--- src/rtl/fp32_mac_drain.sv ---
// Purpose : per-column drain after the FP32 MAC; counts beats, buffers the final beat of each K-length dot product, pulses clr_acc.
// Latency : a final beat is visible on out_data one cycle after its edge; clr_acc pulses in that same following cycle.
// Backpressure: none towards the MAC; a final beat arriving at a full FIFO (with no pop) is dropped and sets sticky ovf.
//
// Ports: clk/rst_n (async active-low), soft_clr (sync clear, highest priority),
//        k_len (beats per dot product, 0 means 1), mac_valid/mac_y (MAC result beat),
//        clr_acc (one-cycle accumulator clear to the MAC), out_valid/out_ready/out_data
//        (FWFT result stream, data 0 when empty), level (occupancy 0..DEPTH), ovf (sticky drop flag).
module fp32_mac_drain #(
  parameter int DEPTH = 4,
  parameter int CNT_W = 16
) (
  input  logic                     clk,
  input  logic                     rst_n,
  input  logic                     soft_clr,
  input  logic [CNT_W-1:0]         k_len,
  input  logic                     mac_valid,
  input  logic [31:0]              mac_y,
  output logic                     clr_acc,
  output logic                     out_valid,
  input  logic                     out_ready,
  output logic [31:0]              out_data,
  output logic [$clog2(DEPTH):0]   level,
  output logic                     ovf
);

  localparam int PW = $clog2(DEPTH);
  localparam int LW = PW + 1;
  localparam logic [LW-1:0] FULL_LVL = LW'(DEPTH);

  logic [CNT_W-1:0] cnt_q, cnt_d;
  logic [CNT_W-1:0] k_q, k_d;
  logic [CNT_W-1:0] k_eff;
  logic             beat_final;
  logic             clr_acc_q, clr_acc_d;
  logic             ovf_q, ovf_d;
  logic [PW-1:0]    wptr_q, wptr_d;
  logic [PW-1:0]    rptr_q, rptr_d;
  logic [LW-1:0]    level_q, level_d;
  logic             push, pop, push_ok, drop, full;
  logic [31:0]      mem_q [DEPTH];

  always_comb begin
    // k_len is sampled only on the first beat of a dot product; mid-group
    // beats keep using the latched length.
    k_eff = k_q;
    if (cnt_q == '0) begin
      k_eff = (k_len == '0) ? CNT_W'(1) : k_len;
    end
    beat_final = mac_valid && (cnt_q == k_eff - CNT_W'(1));

    push    = beat_final && !soft_clr;
    pop     = (level_q != '0) && out_ready;
    full    = (level_q == FULL_LVL);
    // A pop in the same cycle frees the slot the push needs.
    push_ok = push && (!full || pop);
    drop    = push && full && !pop;

    cnt_d     = cnt_q;
    k_d       = k_q;
    wptr_d    = wptr_q;
    rptr_d    = rptr_q;
    level_d   = level_q;
    ovf_d     = ovf_q | drop;
    clr_acc_d = beat_final;

    if (mac_valid) begin
      k_d   = k_eff;
      cnt_d = beat_final ? '0 : cnt_q + CNT_W'(1);
    end
    if (push_ok) wptr_d = wptr_q + PW'(1);
    if (pop)     rptr_d = rptr_q + PW'(1);
    case ({push_ok, pop})
      2'b10:   level_d = level_q + LW'(1);
      2'b01:   level_d = level_q - LW'(1);
      default: level_d = level_q;
    endcase

    if (soft_clr) begin
      cnt_d     = '0;
      k_d       = k_q;
      wptr_d    = '0;
      rptr_d    = '0;
      level_d   = '0;
      ovf_d     = 1'b0;
      clr_acc_d = 1'b1;
    end
  end

  always_ff @(posedge clk or negedge rst_n) begin
    if (!rst_n) begin
      cnt_q     <= '0;
      k_q       <= CNT_W'(1);
      clr_acc_q <= 1'b0;
      ovf_q     <= 1'b0;
      wptr_q    <= '0;
      rptr_q    <= '0;
      level_q   <= '0;
    end else begin
      cnt_q     <= cnt_d;
      k_q       <= k_d;
      clr_acc_q <= clr_acc_d;
      ovf_q     <= ovf_d;
      wptr_q    <= wptr_d;
      rptr_q    <= rptr_d;
      level_q   <= level_d;
    end
  end

  // Storage needs no reset: out_data is masked to 0 whenever level is 0.
  always_ff @(posedge clk) begin
    if (push_ok) mem_q[wptr_q] <= mac_y;
  end

  assign clr_acc   = clr_acc_q;
  assign ovf       = ovf_q;
  assign level     = level_q;
  assign out_valid = (level_q != '0);
  assign out_data  = (level_q != '0) ? mem_q[rptr_q] : 32'h0;

endmodule

--- config.mk ---
export PLATFORM = sky130hd
export DESIGN_NAME = fp32_mac_drain
export DESIGN_NICKNAME = d
export VERILOG_FILES = /design/src/rtl/fp32_mac_drain.sv
export SDC_FILE = /design/constraint.sdc
export NUM_CORES = 1
export LEC_CHECK = 0
export CAP_MARGIN = 20
export CORE_MARGIN = 5
export CORE_UTILIZATION = 50
export DETAILED_ROUTE_END_ITERATION = 8
export DONT_BUFFER_PORTS = 1
export GPL_TIMING_DRIVEN = 0
export PLACE_DENSITY = 0.62
export SKIP_CTS_REPAIR_TIMING = 1
export SLEW_MARGIN = 20
export SYNTH_ARGS = -nofsm -noshare
export SYNTH_HDL_FRONTEND = slang
export SYNTH_SLANG_ARGS = --single-unit
--- constraint.sdc ---
create_clock -name clk -period 7 [get_ports clk]
set_input_delay 2.1 -clock clk [delete_from_list [all_inputs] [get_ports clk]]
set_output_delay 2.1 -clock clk [all_outputs]
set_load 0.02 [all_outputs]
### Yosys cells after proc, flatten, opt, wreduce, memory -nomap -nowiden

Memories as Yosys holds them, arrays and structs flattened.
Index checks and enable logic that the tools add are counted.
Widths: inputs -> output; s select.

| storage, ports and cells | value |
|---|---|
| flip-flop bits (word level) | 41 |
| bits in writable memories | 128 |
| memories | 1 |

| operators by class | value |
|---|---|
| $add $sub $neg | 6 |
| equal/unequal tests | 4 |
| multiplexer cells | 16 |
| bitwise logic cells | 2 |
| reductions and logical operators | 18 |

Memories:

| memory | words | bits a word | read ports | clocked after memory_dff | write ports | line | source |
|---|---|---|---|---|---|---|---|
| mem_q | 4 | 32 | 1 | 0 | 1 | 41 | `logic [31:0] mem_q [DEPTH];` |

Operators by type and width:

| operator | number |
|---|---|
| $mux 16 | 5 |
| $logic_not 16->1 | 2 |
| $mux 32 | 1 |
| $add 16x1->16 const B | 1 |
| $eq 16x16->1 | 1 |
| $sub 16x1->16 const B | 1 |
| $mux 2 | 4 |
| $logic_and 1x1->1 | 6 |
| $pmux 3 s2 | 1 |
| $reduce_bool 2->1 | 3 |
| $reduce_bool 3->1 | 2 |
| $add 2x1->2 const B | 2 |
| $mux 1 | 4 |
| $add 3x1->3 const B | 1 |
| $eq 3x3->1 const B | 1 |
| $logic_not 1->1 | 3 |
| $mux 3 | 1 |
| $sub 3x1->3 const B | 1 |
| $eq 2x1->1 const B | 1 |
| $eq 2x2->1 const B | 1 |
| $reduce_and 2->1 | 1 |
| $logic_or 1x1->1 | 1 |
| $not 1->1 | 1 |
| $or 1x1->1 | 1 |

### Longest topological paths before layout

Gate-level depths: netlist of run 1.

| logic depth | value |
|---|---|
| depth in word-level cells | 11 |
| depth in mapped cells | 24 |

### Worst setup path before layout of run 1

Ideal clock, no wire load.

| path | value |
|---|---|
| path type | input to register |
| start point | in k_len[8] |
| end point | mem mem_q[0][0] (enable) |
| library setup time | 392 ps |
| arrival time | 6040 ps |
| required time | 6608 ps |
| slack | 568 ps |
| stages | 14 |
| path through | or4_4 -> nor4b_4 -> nand2b_1 -> a21oi_1 -> inv_1 -> ha_1 -> or4b_2 -> and2_1 -> mux4_2 -> o21ai_0 -> nor4b_1 -> nand3_1 -> nor3_1 -> and2_1 |

| on the way | value |
|---|---|
| longest elaborated chain between the ends | 10 |

RTL lines:

| item | line | source |
|---|---|---|
| from (decl) | 16 | `input logic [CNT_W-1:0] k_len,` |
| $logic_not 16->1 | 48 | `k_eff = (k_len == '0) ? CNT_W'(1) : k_len;` |
| $mux 16 (*) | 48 |  |
| $mux 16 (*) | 47 | `if (cnt_q == '0) begin` |
| $sub 16x1->16 (*) | 50 | `beat_final = mac_valid && (cnt_q == k_eff - CNT_W'(1));` |
| $eq 16x16->1 (*) | 50 |  |
| $logic_and 1x1->1 (*) | 50 |  |
| $logic_and 1x1->1 (*) | 52 | `push = beat_final && !soft_clr;` |
| $logic_and 1x1->1 (*) | 56 | `push_ok = push && (!full \|\| pop);` |
| $mux 1 (*) | 112 | `if (push_ok) mem_q[wptr_q] <= mac_y;` |
| $mux 1 (not written as such) (*) | 112 |  |
| to (decl) | 41 |  |

Every way passes the cells marked *; elsewhere a longest branch is shown, timed or not.

### Worst setup path after layout of run 1

| path | value |
|---|---|
| start point | in k_len[10] |
| end point | mem mem_q[2][4] (enable) |

The elaborated chain is that of the path after synthesis.

==> impl_metrics.csv, run 1 <==
group,metric,value,unit
status,outcome,"completed",
timing,fmax,0.1491,GHz
routing,firstDrtPassIters,4,
synthesis,ys_seq_area_share,60.88,%
place,postPlaceCellArea,8387,sq um
timing,tightestPinTransition,0.8689,ns
timing,slew_headroom,42.07,%
worst_hold_path,hold_path_startpoint,"k_q[0]",
place,place.gp.congestion,0.8755,
timing,rsz0062_at_grt,"yes",
synthesis,async_flop_share,24.26,%
worst_hold_path,hold_path_class,"reg2reg",
routing,drt_iter0_drc,267,
routing,ant_nets,0,
place,io_buffers,0,
synthesis,synthFlopType,"edfxtp_1",
synthesis,ys_ff_latch,169,
pwr,vdd_drop_max,0.1983,mV
synthesis,syn_inst,559,
synthesis,synth_warnings,0,
finish,final_cell_mix,"edfxtp_1 (128), nor2_1 (47), dfrtp_1 (40)",
die,initial_core_util,50.74,%
setup_path,cp.required,7.13,ns
die,die_h,136.5,um
place,post-dp-hpwl,11780,um
setup_path,reg2reg_to,"mem_q[2][4]",
clock_tree,clk_pin_slew,0.07,ns
pwr,leakage,3.028,nW
routing,viasPerCell,5.747,
clock_tree,clockRootBuffer,"clkbuf_16",
clock_tree,cts_tree,"built",
clock_tree,clk_latency,0.42,ns
die,core_area,15770,sq um
grt,overflow,0,
finish,n_antenna_cell,0,
finish,syn_to_final_growth,11.90,%
routing,vias,4661,
finish,mostFrequentLayoutCell,"edfxtp_1",
worst_hold_path,min_to,"k_q[0]",
timing,post-route-period-util,95.79,%
die,die_w,136.5,um
setup_path,cp-start-kind,"input port",
die,io_pins,91,
routing,wl_per_cell,20.44,um
die,dieArea,18630,sq um
clock_tree,cts_buffer_depth,2,
synthesis,avgSynthCellArea,14.31,sq um
clock_tree,cts_buffers,17,
finish,design_area,8954,sq um
setup_path,crit_type,"in2reg",
setup_path,end_kind,"flop",
grt,antenna_found_initial,0,
synthesis,synth_edf_count,128,
synthesis,syn_nets,620,
timing,tns,0,ns
grt,grt_pass1_vias,4986,
grt,grt_max_degree,42,
die,num_rows,46,
timing,final_max_slew_viol_count,0,
setup_path,reg2reg_from,"cnt_q[0]",
finish,stdcell_count,811,
setup_path,r2r_cells,19,
finish,nets,643,
finish,drive_above_1_share,18.49,%
place,dp.cells,779,
timing,finalHoldViolCount,0,
grt,grt_usage,18.98,%
synthesis,syn_area,8001,sq um
setup_path,r2r_setup_slack,0.88,ns
worst_hold_path,hold_depth,2,
routing,routed_wl,16580,um
timing,fin_worst_skew,0.007058,ns
setup_path,cp_max_fo,17,
routing,drc,0,
job,maxCapViolCount,0,
pwr,power.density,267.1,nW/um^2
finish,post-route-util,56.78,%
timing,setup_violations,0,
timing,min_period,6.705,ns
clock_tree,h-tree-depth,4,
synthesis,synth_cell_type_count,60,
clock_tree,clock-sinks,169,
grt,grt_pass1_wl,26670,um
setup_path,critPathArrivalTime,6.84,ns
==> through the flow <==
| stage | hold WS [ns] | power, mW | setup WS [ns] |
|---|---|---|---|
| global placement | 0.4890 | 1.519 | -0.6776 |
| CTS | 0.5116 | 2.417 | 0.3088 |
| finish | 0.5029 | 2.392 | 0.2947 |
| detailed placement | 0.5017 | 1.524 | -0.08577 |
| floorplan | 0.4666 | 1.446 | 0.5682 |
| global route | 0.5511 | 2.501 | -0.1344 |
==> logic make-up after synthesis <==
group	Yosys count	synth area share (%)
AOI/OAI and AO/OA	52	4.207
xor gates and xnor gates	32	3.503
adders and majority gates	8	1.345
buffers and inverters	39	2.189
DFF	169	60.88
muxes	64	13.64
and+or+nand+nor	195	14.25
==> per-layer routing <==
layer	GRT usage, %	routed length (um)	vias up
met4	6.383	286	0
met5	0	0	-
met3	7.831	1253	25
met2	32.58	8642	116
li1	-	-	2164
met1	21.46	6393	2356
==> cell usage after synthesis (3+ instances only) <==
library cell / instances / area [sq um]
edfxtp_1: 128 / 3844
nor2_1: 47 / 176.4
dfrtp_1: 40 / 1001
and2_1: 39 / 244.0
mux4_2: 34 / 765.7
nand2_1: 23 / 86.33
nor3_1: 18 / 90.09
mux2_2: 17 / 191.4
o21ai_0: 17 / 85.08
xnor2_1: 17 / 148.9
clkbuf_1: 15 / 56.30
xor2_1: 15 / 131.4
a21oi_1: 12 / 60.06
inv_1: 12 / 45.04
mux2i_1: 10 / 100.1
nand3_1: 9 / 45.04
nand2b_1: 8 / 50.05
and3_1: 7 / 43.79
ha_1: 7 / 87.58
nand4_1: 6 / 37.54
or3_1: 6 / 37.54
nand3b_1: 5 / 37.54
nor2b_1: 5 / 31.28
nor4_1: 5 / 31.28
buf_2: 4 / 20.02
buf_1: 3 / 11.26
mux2_1: 3 / 33.78
nor4b_1: 3 / 26.28
==> how the worst max path moves through the flow <==
stage | from | to | slack, ns
CTS | k_len[14] | mem_q[2][7] | 0.31
floorplan | k_len[8] | mem_q[0][0] | 0.57
finish | k_len[10] | mem_q[2][4] | 0.29
detailed placement | k_len[14] | mem_q[2][11] | -0.09
global route | k_len[10] | mem_q[2][10] | -0.13
global placement | k_len[14] | mem_q[0][14] | -0.68
==> final cells by class <==
cell class | instances | area [sq um]
Clock inverter | 14 | 137.6
Clock buffer | 18 | 429.2
Sequential cell | 169 | 4871
Inverter | 12 | 45.04
Timing Repair Buffer | 4 | 110.1
Tap cell | 216 | 270.3
Buffer | 27 | 130.1
Fill cell | 1268 | 6817
Multi-Input combinational cell | 351 | 2960
==> power breakdown <==
| group | leakage (nW) | internal [mW] | switching [mW] | total, mW |
|---|---|---|---|---|
| Combinational | 1.07 | 0.146 | 0.205 | 0.351 |
| Sequential | 1.68 | 1.11 | 0.0428 | 1.15 |
| Clock | 0.275 | 0.499 | 0.393 | 0.892 |
| Total | 3.03 | 1.75 | 0.641 | 2.39 |
==> critical path: stages <==
cell      delay [ns]
clkbuf_1        0.27
nor2_1          0.09
nor4b_4         0.16
nand2b_1        0.11
a21oi_1         0.11
inv_1           0.09
ha_1            0.26
or4b_2          0.69
nor3_1          0.47
nor4b_1         0.33
o21bai_1        0.13
xor2_1          0.20
nor4_2          0.26
nand3_1         0.32
nor3_1          0.45
and2_2          0.57
buf_16          0.23
==> registers in the layout, summed over array words and instances (netlist names) <==
register  flops
k_q          16
wptr_q        2
cnt_q        16
rptr_q        2
level         3
clr_acc       1
ovf           1
mem_q       128
Note: power is estimated with default switching activity, not from simulation.
==> run 2, diff against run 1 <==
--- a/config.mk
+++ b/config.mk
@@ -17,3 +17,4 @@
 export SYNTH_ARGS = -nofsm -noshare
 export SYNTH_HDL_FRONTEND = slang
 export SYNTH_SLANG_ARGS = --single-unit
+export TNS_END_PERCENT = 10
==> results of run 2 <==
No change in the layout: final DEF, timing and power equal those of run 1.
